### src/rtl/core_run_sequencer.sv
// Boot/run sequencer for the RV32I core: streams a program into instruction memory,
// holds the core in reset while loading, then runs, halts and single-steps it.
//
// state | meaning
// IDLE  | core held in reset, waiting for a load or run request
// LOAD  | core held in reset, accepting program words into imem
// RUN   | core enabled every cycle until halt, EBREAK or cycle limit
// HALT  | core out of reset but stalled; may step, resume or reload
module core_run_sequencer #(
   parameter int          IMEM_DEPTH = 256,
   parameter int          ADDR_W     = 8,
   parameter int unsigned MAX_CYCLES = 0,
   parameter int          AUTO_RUN   = 1
) (
   input  logic              clk,
   input  logic              rst,
   input  logic              load_start,
   input  logic              load_valid,
   input  logic [31:0]       load_data,
   input  logic              load_last,
   output logic              load_ready,
   input  logic              run_req,
   input  logic              halt_req,
   input  logic              step_req,
   input  logic [31:0]       fetched_instr,
   output logic              imem_we,
   output logic [ADDR_W-1:0] imem_addr,
   output logic [31:0]       imem_wdata,
   output logic              core_rst,
   output logic              core_en,
   output logic [1:0]        state,
   output logic              done,
   output logic              error,
   output logic [31:0]       cycle_count
);

   localparam logic [31:0]   EBREAK = 32'h0010_0073;
   localparam logic [ADDR_W:0] DEPTH = IMEM_DEPTH[ADDR_W:0];

   typedef enum logic [1:0] {
      S_IDLE = 2'd0,
      S_LOAD = 2'd1,
      S_RUN  = 2'd2,
      S_HALT = 2'd3
   } state_t;

   state_t          state_q, state_d;
   logic [ADDR_W:0] addr_q, addr_d;
   logic [31:0]     count_q, count_d;
   logic            done_q, done_d;
   logic            error_q, error_d;
   logic            step_q, step_d;
   logic            xfer, ebreak, limit_hit;

   // Gating with rst keeps a mid-load reset from writing imem in the reset cycle.
   assign load_ready  = !rst && (state_q == S_LOAD) && (addr_q < DEPTH);
   assign xfer        = load_valid && load_ready;
   assign imem_we     = xfer;
   assign imem_addr   = addr_q[ADDR_W-1:0];
   assign imem_wdata  = xfer ? load_data : 32'd0;
   assign core_rst    = (state_q == S_IDLE) || (state_q == S_LOAD);
   assign core_en     = (state_q == S_RUN) || step_q;
   assign ebreak      = (fetched_instr == EBREAK);
   assign limit_hit   = (MAX_CYCLES != 0) && (count_q + 32'd1 == MAX_CYCLES);
   assign state       = state_q;
   assign done        = done_q;
   assign error       = error_q;
   assign cycle_count = count_q;

   always_comb begin
      state_d = state_q;
      addr_d  = addr_q;
      done_d  = done_q;
      error_d = error_q;
      step_d  = 1'b0;
      count_d = (core_en && count_q != 32'hFFFF_FFFF) ? count_q + 32'd1 : count_q;
      case (state_q)
         S_IDLE: begin
            if (load_start) begin
               state_d = S_LOAD;
               addr_d  = '0;
               done_d  = 1'b0;
               error_d = 1'b0;
               count_d = '0;
            end else if (run_req) begin
               state_d = S_RUN;
               done_d  = 1'b0;
            end
         end
         S_LOAD: begin
            if (xfer) begin
               addr_d = addr_q + 1'b1;
               if (load_last) begin
                  state_d = (AUTO_RUN != 0) ? S_RUN : S_HALT;
               end else if (addr_q == DEPTH - 1'b1) begin
                  error_d = 1'b1;
                  state_d = S_IDLE;
               end
            end
            if (halt_req) begin
               state_d = S_IDLE;
               error_d = 1'b0;
            end
         end
         S_RUN: begin
            if (halt_req || ebreak || limit_hit) state_d = S_HALT;
            if (ebreak || limit_hit) done_d = 1'b1;
         end
         S_HALT: begin
            if (step_q && ebreak) done_d = 1'b1;
            if (load_start) begin
               state_d = S_LOAD;
               addr_d  = '0;
               done_d  = 1'b0;
               error_d = 1'b0;
               count_d = '0;
            end else if (run_req) begin
               state_d = S_RUN;
               done_d  = 1'b0;
            end else if (step_req && !step_q) begin
               step_d = 1'b1;
            end
         end
         default: state_d = S_IDLE;
      endcase
   end

   always_ff @(posedge clk) begin
      if (rst) begin
         state_q <= S_IDLE;
         addr_q  <= '0;
         count_q <= '0;
         done_q  <= 1'b0;
         error_q <= 1'b0;
         step_q  <= 1'b0;
      end else begin
         state_q <= state_d;
         addr_q  <= addr_d;
         count_q <= count_d;
         done_q  <= done_d;
         error_q <= error_d;
         step_q  <= step_d;
      end
   end

endmodule

### config.mk
export PLATFORM = sky130hd
export DESIGN_NAME = core_run_sequencer
export DESIGN_NICKNAME = d
export VERILOG_FILES = /design/src/rtl/core_run_sequencer.sv
export SDC_FILE = /design/constraint.sdc
export NUM_CORES = 1
export LEC_CHECK = 0
export ABC_AREA = 1
export CELL_PAD_IN_SITES_DETAIL_PLACEMENT = 1
export CELL_PAD_IN_SITES_GLOBAL_PLACEMENT = 1
export CORE_MARGIN = 5
export CORE_UTILIZATION = 29
export CTS_BUF_LIST = sky130_fd_sc_hd__clkbuf_16
export CTS_CLUSTER_DIAMETER = 50
export DETAILED_ROUTE_END_ITERATION = 8
export PLACE_DENSITY_LB_ADDON = 0.25
export SLEW_MARGIN = 15
export SYNTH_ARGS = -nofsm -noshare
export SYNTH_HDL_FRONTEND = slang
export SYNTH_SLANG_ARGS = --single-unit
### constraint.sdc
create_clock -name clk -period 5.5 [get_ports clk]
set_clock_uncertainty 0.2 [all_clocks]
set_input_delay 0.825 -clock clk [delete_from_list [all_inputs] [get_ports clk]]
set_output_delay 0.825 -clock clk [all_outputs]
set_load 0.1 [all_outputs]
Yosys cells after proc, flatten, opt, wreduce, memory -nomap -nowiden. Cells that the tools add are included.

Bits in read-only memories: 0. Memory bits (writable): 0. Memories kept: 0. Register bits: 46. Bits in latches: 0. Input port bits: 72. Logic and storage cells: 76. Output and inout bits: 80.

Add/subtract/negate cells: 2. Mux-type cells: 29. Bitwise gates (word level): 1. Shift-type cells: 0. Divide/modulo/power cells: 0. Order comparisons: 1. Multiply operators: 0. Reduce and logical (&&, ||, !) cells: 20. Equality and inequality tests: 17.

Operators by type and width (number): two-way mux 32 bit (4); adder 32 x 1 -> 32 bit (second input constant) (1); == test 32 x 21 -> 1 bit (second input constant) (1); != test 32 bit (second input constant) (1); two-way mux 9 bit (2); case mux 9 bit (2 select lines) (1); two-way mux 2 bit (7); two-way mux 1 bit (12); adder 9 x 1 -> 9 bit (second input constant) (1); == test 9 x 8 -> 1 bit (second input constant) (1); < comparator 9 bit (second input constant) (1); != test 3 bit (second input constant) (3); AND reduction 4 bit (2); logical AND 1 bit (6); case mux 2 bit (3 select lines) (1); AND reduction 5 bit (1); == test 2 bit (second input constant) (2); != test 2 x 1 -> 1 bit (second input constant) (2); != test 2 bit (second input constant) (2); != test 4 x 3 -> 1 bit (second input constant) (1); != test 4 bit (second input constant) (1); OR reduction 4 bit (1); logical OR 1 bit (3); != test 3 x 1 -> 1 bit (second input constant) (1); 11 further kinds (12).

Longest topological paths before layout. Gate-level depths: netlist (run 1).

Depth after elaboration: 7. Mapped depth: 12. Depth with buffers taken out: 12.

Least setup slack after synthesis (run 1). No wires, ideal clock.

Path kind: flip-flop to output port. From: register state_q[0], in the netlist state[0]. To: output load_ready. Data arrival time: 3.493 ns. Stages on the path, launching flop included: 4. Path buffers: 0. Slack: 0.982 ns. Data required time: 4.475 ns. Cell sequence: dfxtp_1 > ha_1 > inv_1 > nor3_1.

Word-level cells in the longest chain between the ends: 3.

Ends and longest elaborated chain: start: declaration (RTL line 47) `state_t state_q, state_d;`; start signal: assignment (RTL line 137) `state_q <= state_d;`; == test 2 x 1 -> 1 bit (RTL line 56) `assign load_ready = !rst && (state_q == S_LOAD) && (addr_q < DEPTH);`; logical AND 1 bit (2 in series) (RTL line 56); end: declaration (RTL line 21) `output logic load_ready,`.

No other way between the ends.

Worst setup path in the final report (run 1).
From: input rst. To: output imem_wdata[30].

Word-level cells in the longest chain between the ends: 5.

Ends and longest elaborated chain: start: declaration (RTL line 16) `input logic rst,`; zero test 1 bit (RTL line 56); logical AND 1 bit (2 in series) (RTL line 56); logical AND 1 bit (RTL line 57) `assign xfer = load_valid && load_ready;`; two-way mux 32 bit (RTL line 60) `assign imem_wdata = xfer ? load_data : 32'd0;`; end: declaration (RTL line 28) `output logic [31:0] imem_wdata,`.

No other way between the ends.

==> impl_metrics.env, run 1 <==
export IMPL_status="completed"
export IMPL_die_w_um=117
export IMPL_grtUsageTotal=0.169
export IMPL_place_inst=854
export IMPL_worstSetupPathType="in2out"
export IMPL_drive_above_1_share=0.0836
export IMPL_hold_viol_final=0
export IMPL_nets=798
export IMPL_routed_wire_length_per_instance_um=13.7
export IMPL_cts_tree="yes"
export IMPL_yosys_top_cells_area="dfxtp_1 (28%), nand2_1 (17%), nor2_1 (14%)"
export IMPL_arrival_ps=2870
export IMPL_ys_ff_latch=46
export IMPL_synth_area_leader_cell="dfxtp_1"
export IMPL_grt_max_degree=36
export IMPL_worstSetupStartpointType="input port"
export IMPL_synth_edff_count=0
export IMPL_cts_buffers=5
export IMPL_cpPeakStageDelay_ps=650
export IMPL_hp_class="reg2reg"
export IMPL_regArea_um2=921
export IMPL_clk_latency_ps=290
export IMPL_place_area_mm2=0.00484
export IMPL_yosys_warnings=0
export IMPL_crit_start="rst"
export IMPL_maxSlewHeadroom=0.321
export IMPL_die_area_mm2=0.0138
export IMPL_r2r_cells=8
export IMPL_htree_levels=2
export IMPL_drc_errors=0
export IMPL_yosysMostFrequentCell="nand2_1"
export IMPL_peakVddDrop_mv=0.219
export IMPL_cts_resized=0
export IMPL_cp_slowest_cell="nand4_2"
export IMPL_drtPass1Iterations=4
export IMPL_r2r_start="state[0]$_SDFFE_PP0P_"
export IMPL_wirelength_mm=11.8
export IMPL_initial_core_util=0.294
export IMPL_crit_path_end="imem_wdata[30]"
export IMPL_netlist_instances=577
export IMPL_fp_dieH_um=117
export IMPL_max_freq_mhz=257
export IMPL_maxUsedRoutingLayer="met4"
export IMPL_grt_pass1_wl_mm=19.7
export IMPL_reg2reg_to="addr_q[2]$_SDFFE_PP0P_"
export IMPL_fin_cells=861
export IMPL_syn_area_mm2=0.00335
export IMPL_place_gp_congestion=0.834
export IMPL_setup_viol=0
export IMPL_period_share=0.708
export IMPL_synthTopCellsByCount="nand2_1 (153), nor2_1 (125), inv_1 (102)"
export IMPL_cp_cell_sequence="clkdlybuf4s50_1, inv_1, nand4_2, nor2_1, buf_4"
export IMPL_synth_seq_area_share=0.275
export IMPL_core_area_mm2=0.0114
export IMPL_wl_met2_mm=5.84
export IMPL_grt_pass1_vias=4158
export IMPL_power_density_mw_per_mm2=313
export IMPL_area_growth_pct=48.6
export IMPL_worst_slew_pin_slew_ps=1010
export IMPL_cp_required_ps=4470
export IMPL_cts_sinks=46
export IMPL_cts_root_buf="clkbuf_16"
export IMPL_detail_route_antenna_nets=0
export IMPL_first_iter_violations=133
export IMPL_fin_tns_setup_ps=0
export IMPL_port_buffers=151
export IMPL_overflow=0
export IMPL_wl_met1_mm=5.00
export IMPL_drv_cap=0
export IMPL_r2r_slack_ps=2510
export IMPL_clk_pin_slew_worst_paths_ps=60
export IMPL_wl_met3_um=812
export IMPL_maxSlewViolCount=0
export IMPL_multiInputGateArea_mm2=0.00191
export IMPL_core_rowCount=39
export IMPL_pin_count=152
export IMPL_antenna_found_initial=0
export IMPL_avgSynthCellArea_um2=5.80
export IMPL_vias=3940
export IMPL_cts_setup_buffers=0
export IMPL_synth_top_area_frac=0.275
export IMPL_antenna_cells=0
export IMPL_p_leak_nw=2.16
export IMPL_synthesis_nets=657
export IMPL_endpoint_kind="primary output"
export IMPL_holdBufCountCts=0
export IMPL_fin_area_mm2=0.00497
export IMPL_rsz0062_at_grt="false"
export IMPL_critPathMaxFanout=35
export IMPL_clk_path_buf_depth=2
export IMPL_fin_total_pwr_mw=1.56
export IMPL_synthFlopType="dfxtp_1"
export IMPL_via_per_inst=4.58
export IMPL_hpwl_mm=9.77
export IMPL_synthArstFlopShare=0
export IMPL_yosysUniqueCellTypes=36
export IMPL_period_needed_ps=3890
export IMPL_nFillCells=1500
[kinds of logic after synthesis]
family | synth area share
buf+inv | 0.153
xor+xnor | 0.0209
compound gates | 0.0785
fa+ha+maj | 0.0299
simple gates | 0.442
flops | 0.275
[flip-flops by register name, indices dropped and copies added, names as in the netlist]
signal,cells
cycle_count,32
step_q,1
done,1
addr_q,9
error,1
state,2
[power breakdown]
part	internal (mW)	switching, mW
clock network	0.165	0.132
registers	0.359	0.0298
logic	0.222	0.650
total	0.746	0.812
[through the flow]
step           utilization  setup WS, ps  hold WS, ps
5_1_grt              0.437          1410          277
4_1_cts              0.437          1560          263
3_5_place_dp         0.426          1580          255
6_report             0.437          1610          256
3_3_place_gp         0.426          1750          242
2_1_floorplan            -           982          212
[cell type report]
class	instances	share of cell area
Clock buffer	5	0.0252
Clock inverter	2	0.00201
Inverter	103	0.0782
Multi-Input combinational cell	410	0.385
Sequential cell	46	0.185
Tap cell	143	0.0360
Timing Repair Buffer	152	0.289
[worst max-delay path, delay by kind of cell]
kind,cells,cell delay [ps]
simple gates,2,980
buf+inv,3,1030
[cells in the final DEF, fill, tap and decap left out, types with 2 or more instances in the layout]
| master | n |
|---|---|
| clkdlybuf4s50_1 | 118 |
| o21bai_1 | 3 |
| nand4_1 | 6 |
| a21oi_1 | 29 |
| nor2_4 | 2 |
| or2_2 | 5 |
| ha_1 | 8 |
| nand3_1 | 24 |
| inv_1 | 102 |
| nor3b_1 | 2 |
| nor2_2 | 2 |
| nand2_4 | 2 |
| o21ai_1 | 2 |
| buf_4 | 34 |
| dfxtp_1 | 46 |
| nor2_1 | 125 |
| xor2_1 | 6 |
| nor3_1 | 10 |
| nand2_2 | 3 |
| o21ai_0 | 9 |
| clkinv_2 | 2 |
| nand2_1 | 153 |
| nand3b_1 | 4 |
| and2_1 | 2 |
| xnor2_1 | 2 |
| a31oi_1 | 3 |
| clkbuf_16 | 5 |
[per-layer routing]
layer	global-route usage	up-vias
li1	-	2028
met1	0.194	1804
met2	0.302	96
met3	0.0510	12
met4	0.0428	0
met5	0	-
[worst min-delay path by stage]
stage,cells after the start,endpoint,slack [ps],from
global placement,1,step_q$_SDFF_PP0_,240,step_q$_SDFF_PP0_
detailed placement,2,done$_SDFFE_PP0P_,250,done$_SDFFE_PP0P_
CTS,2,done$_SDFFE_PP0P_,260,done$_SDFFE_PP0P_
finish,2,done$_SDFFE_PP0P_,260,done$_SDFFE_PP0P_
floorplan,1,step_q$_SDFF_PP0_,210,step_q$_SDFF_PP0_
global route,1,step_q$_SDFF_PP0_,280,step_q$_SDFF_PP0_
(Power assumes the default switching activity.)
==> run 2, diff against run 1 <==
CORE_UTILIZATION = 27   (was 29)
clock period = 3.6 ns   (was 5.5 ns; I/O delays follow)
==> run 2 against run 1 <==
Net effect:
- final area up 9.1%
- first-iteration DRC count is 11% higher
- global-route usage up 0.47 points
- combinational power rose by 61%
- sequential share of layout area decreased by 1.5 points
- via count grew 0.89%
- sequential cell count is the same
- worst setup slack lost 800 ps
- die area rose by 6.8%
- sequential power is 53% higher
- hold slack improved by 1.5 ps
- highest routed layer unchanged
==> impl_metrics.env, run 2 (synthesis results as in run 1) <==
export IMPL_cts_resized=0
export IMPL_htree_levels=2
export IMPL_power_density_mw_per_mm2=466
export IMPL_drive_above_1_share=0.107
export IMPL_nets=800
export IMPL_hold_viol_final=0
export IMPL_layout_commonest_cell="nand2_1"
export IMPL_r2r_cells=10
export IMPL_clk_pin_slew_worst_paths_ps=60
export IMPL_drtPass1Iterations=4
export IMPL_core_area_mm2=0.0121
export IMPL_cp_num_cells=6
export IMPL_first_iter_violations=147
export IMPL_grtUsageTotal=0.173
export IMPL_initial_core_util=0.277
export IMPL_status="completed"
export IMPL_pin_count=152
export IMPL_clk_latency_ps=290
export IMPL_cp_required_ps=2860
export IMPL_grt_pass1_wl_mm=20.9
export IMPL_wirelength_mm=12.5
export IMPL_p_leak_nw=2.30
export IMPL_cts_root_buf="clkbuf_16"
export IMPL_maxSlewHeadroom=0.330
export IMPL_cp_slowest_cell="clkdlybuf4s50_1"
export IMPL_worst_slew_pin_slew_ps=1000
export IMPL_setup_viol=0
export IMPL_period_share=0.775
export IMPL_antenna_found_initial=0
export IMPL_pre_cts_ws_ps=703
export IMPL_grt_max_degree=36
export IMPL_fp_dieH_um=121
export IMPL_place_inst=881
export IMPL_maxUsedRoutingLayer="met4"
export IMPL_detail_route_antenna_nets=0
export IMPL_hp_class="reg2reg"
export IMPL_arrival_ps=2050
export IMPL_cts_buffers=5
export IMPL_hold_depth=1
export IMPL_cts_tree="yes"
export IMPL_maxSlewViolCount=0
export IMPL_wl_met2_mm=6.44
export IMPL_fin_cells=888
export IMPL_place_area_mm2=0.00527
export IMPL_overflow=0
export IMPL_worstSetupPathType="in2out"
export IMPL_path_buf_inv=4
export IMPL_die_area_mm2=0.0147
export IMPL_rsz0062_at_grt="false"
export IMPL_routed_wire_length_per_instance_um=14.1
export IMPL_place_gp_congestion=0.791
export IMPL_antenna_cells=0
export IMPL_cts_sinks=46
export IMPL_fin_area_mm2=0.00542
export IMPL_hpwl_mm=10.5
export IMPL_peakVddDrop_mv=0.397
export IMPL_final_cell_mix="nand2_1 (153), nor2_1 (125), clkdlybuf4s50_1 (103)"
export IMPL_wl_met1_mm=5.03
export IMPL_drc_errors=0
export IMPL_period_needed_ps=2790
export IMPL_critPathMaxFanout=35
export IMPL_clk_path_buf_depth=2
export IMPL_holdBufCountCts=0
export IMPL_grt_pass1_vias=4309
export IMPL_die_w_um=121
export IMPL_endpoint_kind="primary output"
export IMPL_max_freq_mhz=358
export IMPL_wl_met3_um=908
export IMPL_cpPeakStageDelay_ps=500
export IMPL_port_buffers=151
export IMPL_via_per_inst=4.48
export IMPL_fin_total_pwr_mw=2.53
export IMPL_r2r_slack_ps=1160
export IMPL_area_growth_pct=62.1
export IMPL_layout_setup_ws_ps=809
export IMPL_vias=3975
export IMPL_core_rowCount=40
export IMPL_cp_cell_sequence="clkdlybuf4s50_1, inv_1, nand4_2, buf_4, nor2_1, buf_12"
export IMPL_largest_reg_flops=32
export IMPL_cts_setup_buffers=0
export IMPL_worstSetupStartpointType="input port"
export IMPL_drv_cap=0
export IMPL_crit_family="buffers and inverters"
run 2: cell types whose count changed in the layout (fill, tap and decap cells not counted), sizes merged:
cell           before  now
buf                34   51
clkdlybuf4s50     118  103
bufinv              0    1
clkinv              2    1
run 2: metal layers:
metal / vias up / track usage
met1: 1849 / 0.189
met4: 0 / 0.0420
met2: 90 / 0.318
met5: - / 0
li1: 2024 / -
met3: 12 / 0.0606
run 2: final cells by class:
type | instances | area [um2]
flip-flops and latches | 46 | 921
repair buffers | 154 | 1830
fillers | 1561 | 6640
clock inverters | 2 | 33.8
clock buffers | 5 | 125
well taps | 168 | 210
inverters | 103 | 389
multi-input cells | 410 | 1920
run 2: path summary, 6_finish.rpt:
kind	to	startpoint
hold reg to reg	step_q$_SDFF_PP0_	step_q$_SDFF_PP0_
setup / recovery	imem_wdata[2]	rst
setup reg to reg	addr_q[7]$_SDFFE_PP0P_	state[0]$_SDFFE_PP0P_
hold / removal	step_q$_SDFF_PP0_	step_q$_SDFF_PP0_
run 2: where the power goes:
part | leakage (nW) | switching [mW] | internal (mW)
clock | 0.0773 | 0.204 | 0.322
combinational | 1.85 | 1.01 | 0.396
sequential | 0.372 | 0.0482 | 0.549
run 2: per-stage QoR:
step / hold slack [ps] / util / setup TNS (ps)
final: 258 / 0.450 / 0
after global routing: 283 / 0.450 / 0
after CTS: 257 / 0.450 / 0
after detailed placement: 248 / 0.437 / 0
after global placement: 246 / 0.437 / 0
after floorplan: 212 / - / -7190
==> run 3, diff against run 2 <==
CORE_UTILIZATION = 25   (was 27)
clock period = 2.3 ns   (was 3.6 ns; I/O delays follow)
==> run 3 against run 2 <==
Net effect:
- via count rose by 2.9%
- clock power rose by 42%
- die area rose by 7.3%
- non-clock buffer count rose by 18
- final cell count rose by 3.0%
- largest cell class unchanged
==> impl_metrics.env, run 3 (synthesis results as in run 1) <==
export IMPL_status="completed"
export IMPL_setup_viol=0
export IMPL_fin_area_mm2=0.00589
export IMPL_p_int_mw=2.12
export IMPL_vias=4090
export IMPL_cts_sinks=46
export IMPL_hpwl_mm=12.0
export IMPL_drive_above_1_share=0.267
export IMPL_cts_root_buf="clkbuf_16"
export IMPL_drv_cap=0
export IMPL_multiInputGateArea_mm2=0.00219
export IMPL_maxUsedRoutingLayer="met4"
export IMPL_pin_count=152
export IMPL_cp_slowest_cell="dfxtp_4"
export IMPL_grtUsageTotal=0.175
export IMPL_final_cell_mix="nand2_1 (153), inv_1 (100), nor2_1 (92)"
export IMPL_clk_path_buf_depth=2
export IMPL_place_area_mm2=0.00570
export IMPL_holdWs_ps=274
export IMPL_nets=818
export IMPL_worstSetupPathType="reg2out"
export IMPL_peakVddDrop_mv=0.438
export IMPL_clk_latency_ps=300
export IMPL_maxSlewHeadroom=0.775
export IMPL_hold_viol_final=0
export IMPL_arrival_ps=1700
export IMPL_switching_share=0.497
export IMPL_wl_met2_mm=6.91
export IMPL_comb_power_share=0.597
export IMPL_die_area_mm2=0.0158
export IMPL_cts_tree="yes"
export IMPL_maxSlewViolCount=0
export IMPL_worst_slew_pin_slew_ps=336
export IMPL_cts_buffers=5
export IMPL_cp_required_ps=1750
export IMPL_holdBufCountCts=0
export IMPL_fp_dieH_um=126
export IMPL_nFillCells=1661
export IMPL_power_frac_seq=0.226
export IMPL_initial_core_util=0.254
export IMPL_antenna_found_initial=0
export IMPL_utilization=0.446
export IMPL_period_share=0.974
export IMPL_grt_pass1_wl_mm=22.3
export IMPL_min_from="error$_SDFFE_PP0P_"
export IMPL_critPathMaxFanout=7
export IMPL_fin_total_pwr_mw=4.22
export IMPL_period_needed_ps=2240
export IMPL_port_buffers=151
export IMPL_detail_route_antenna_nets=0
export IMPL_place_gp_congestion=0.883
export IMPL_htree_levels=2
export IMPL_drtPass1Iterations=4
export IMPL_routed_wire_length_per_instance_um=15.3
export IMPL_overflow=0
export IMPL_core_area_mm2=0.0132
export IMPL_wl_met1_mm=5.98
export IMPL_p_sw_mw=2.10
export IMPL_worstSetupStartpointType="register"
export IMPL_r2r_start="cycle_count[1]$_SDFF_PP0_"
export IMPL_core_rowCount=42
export IMPL_crit_start="state[0]$_SDFFE_PP0P_"
export IMPL_first_iter_violations=155
export IMPL_regArea_um2=966
export IMPL_grt_pass1_vias=4184
export IMPL_antenna_cells=0
export IMPL_hp_class="reg2reg"
export IMPL_grt_max_degree=24
export IMPL_max_freq_mhz=446
export IMPL_clk_pin_slew_worst_paths_ps=70
export IMPL_area_growth_pct=75.9
export IMPL_via_per_inst=4.47
export IMPL_layout_commonest_cell="nand2_1"
export IMPL_p_leak_nw=2.47
export IMPL_die_w_um=126
export IMPL_drc_errors=0
export IMPL_endpoint_kind="primary output"
export IMPL_power_density_mw_per_mm2=717
export IMPL_wl_met3_um=823
export IMPL_largest_reg_flops=32
export IMPL_cp_cell_sequence="inv_1, ha_1, or2_4, buf_4, buf_12"
export IMPL_cpPeakStageDelay_ps=390
export IMPL_wirelength_mm=14.0
export IMPL_p_clk_frac=0.177
## run 3: worst max-delay path, delay by kind of cell (launching register included)
family / cells / cell delay, ps
buffers and inverters: 3 / 420
and+or+nand+nor: 1 / 310
DFF: 1 / 390
adders and majority gates: 1 / 280
## run 3: metal layers
| layer | global-route usage | up-vias |
|---|---|---|
| met2 | 0.311 | 99 |
| met5 | 0 | - |
| li1 | - | 2063 |
| met1 | 0.208 | 1912 |
| met3 | 0.0466 | 16 |
| met4 | 0.0497 | 0 |
## run 3: final cells by class
type                    count  area share
flip-flops and latches     46       0.164
multi-input cells         410       0.372
well taps                 176      0.0374
clock buffers               5      0.0213
repair buffers            172       0.335
clock inverters             3     0.00319
inverters                 103      0.0672
## run 3: final timing paths
path	to	slack, ps	depth (start not counted)
worst max-delay path	core_en	60	5
worst min-delay path	error$_SDFFE_PP0P_	270	2
worst max register to register	cycle_count[5]$_SDFF_PP0_	230	10
worst min register to register	error$_SDFFE_PP0P_	270	2
## run 3: power by group through the flow
stage | clock (mW) | sequential [mW] | combinational [mW]
floorplan | 0 | 1.21 | 1.47
global placement | 0 | 0.962 | 2.46
detailed placement | 0 | 0.971 | 2.50
CTS | 0.777 | 0.953 | 2.52
global route | 0.810 | 0.968 | 2.69
finish | 0.746 | 0.954 | 2.52
## run 3: metrics by stage
| step | std cells | setup slack (ps) | TNS [ps] |
|---|---|---|---|
| after global placement | 902 | 103 | 0 |
| after floorplan | 577 | -16.4 | -32.8 |
| after detailed placement | 902 | 86.5 | 0 |
| final | 915 | 59.1 | 0 |
| after CTS | 910 | 13.6 | 0 |
| after global routing | 915 | -0.141 | -0.141 |
## run 3: timing repair
item	4_1_cts	5_1_grt
setup endpoints to repair	26	30
setup buffers	0	5
resized for setup	2	2
pin swaps	1	1
==> edit: new RTL, config.mk and constraints of run 3 <==
Make the reset (`rst`) asynchronous in one clocked block.
--- a/src/rtl/core_run_sequencer.sv
+++ b/src/rtl/core_run_sequencer.sv
@@ -126,5 +126,5 @@
    end
 
-   always_ff @(posedge clk) begin
+   always_ff @(posedge clk or posedge rst) begin
       if (rst) begin
          state_q <= S_IDLE;
Check against the original RTL: differs if rst is asserted again (counterexample within 4 cycles, from zero or initial values and one cycle with rst high); with rst held inactive, the same outputs for 10 cycles.
==> edit against run 3 <==
The run now ends with negative setup slack left. Setup slack worse by 120 ps. Power up 12%. Synthesized cell count down 3.6%. Synthesized area up 2.8%. Die area up 2.5%. Combinational power up 21%. Global-route usage down 0.65 points. Sequential cell count unchanged. Fmax down 4.9%. Design area up 3.6%. Wire length down 2.1%. Critical path depth up 2. Largest cell class is now non-clock buffers.
==> edit: results (changes against run 3) <==
* Status: finished with violations
* Failing checks: negative setup slack
* Wire per inst at 15.0 um (-1.7%)
* Detailed Place HPWL at 11,500 um (-4.4%)
* Flop pwr share at 20.7% (-1.9 points)
* R2R setup slack at 150 ps (-80 ps)
* Comb_multi_in at 378 (-7.8%)
* Reg2reg end: cycle_count[25]$_DFF_PP0_
* DP Worst Slack at -27.5 ps (-114 ps)
* Top cells by area, synth: dfrtp_1 33%, nand2_1 14%, nor2_1 13%
* Nonclk buf count at 189 (+9.9%)
* Critical Path Slowest Stage Cell: dfrtp_4
* Vias per inst at 4.55 (+1.7%)
* WHS Endpoint: done$_DFFE_PP0P_
* Sequential power at 981 uW (+2.8%)
* Reg2reg path depth at 12 (+2)
* Layout Cells excl Fill at 912 (-0.33%)
* Setup TNS at -922 ps (-922 ps)
* Nets@finish at 815 (-0.37%)
* Number of global-route vias before repair at 4,400 (+5.2%)
* Data arrival, critical path at 1810 ps (+110 ps)
* Synthesized area per cell at 6.19 um2 (+6.6%)
* Share of cells above drive strength 1 at 25.1% (-1.5 points)
* Sequential area share after synthesis at 33.5% (+6.0 points)
* Worst vdd ir at 0.000536 V (+22%)
* Sw power at 2400 uW (+15%)
* Setup ws final at -57.2 ps (-116 ps)
* Hold_sp: done$_DFFE_PP0P_
* Drt initial violations at 170 (+9.7%)
* Worst setup endpoint: imem_wdata[26]
* Top cells by count, synth: 127 x nand2_1, 120 x nor2_1, 114 x inv_1
* Crit Path Max Fanout at 5 (-2)
* FILL cells at 1,647 (-0.84%)
* Final setup fails at 28 (+28)
* Fin Hold WS at 285 ps (+11.4 ps)
edit: changes by cell type after synthesis, sizes merged, moves of 8 or more:
| cell | before | now |
|---|---|---|
| nor2 | 130 | 122 |
| a21oi | 29 | 21 |
| o21ai | 11 | 19 |
| nand2 | 158 | 130 |
| nand3 | 25 | 36 |
| inv | 103 | 115 |
| dfrtp | 0 | 46 |
| dfxtp | 46 | 0 |
edit: repair_timing:
| action | 4_1_cts | 5_1_grt |
|---|---|---|
| gates cloned | 0 | 0 |
| resized for setup | 7 | 6 |
| setup endpoints to repair | 32 | 38 |
| buffers inserted | 5 | 2 |
| pin swaps | 12 | 4 |
edit: cells by family (layout without fill, tap and decap cells):
logic type	count (synthesis)	count (layout)	synth area share (%)
AO/OA/AOI/OAI	48	48	7.46
XOR/XNOR	6	6	1.53
adder cells (fa/ha/maj)	8	8	2.91
buffers and inverters	132	312	16.3
flip-flops	46	46	33.5
multiplexers	1	1	0.291
AND/OR/NAND/NOR	315	315	38.0
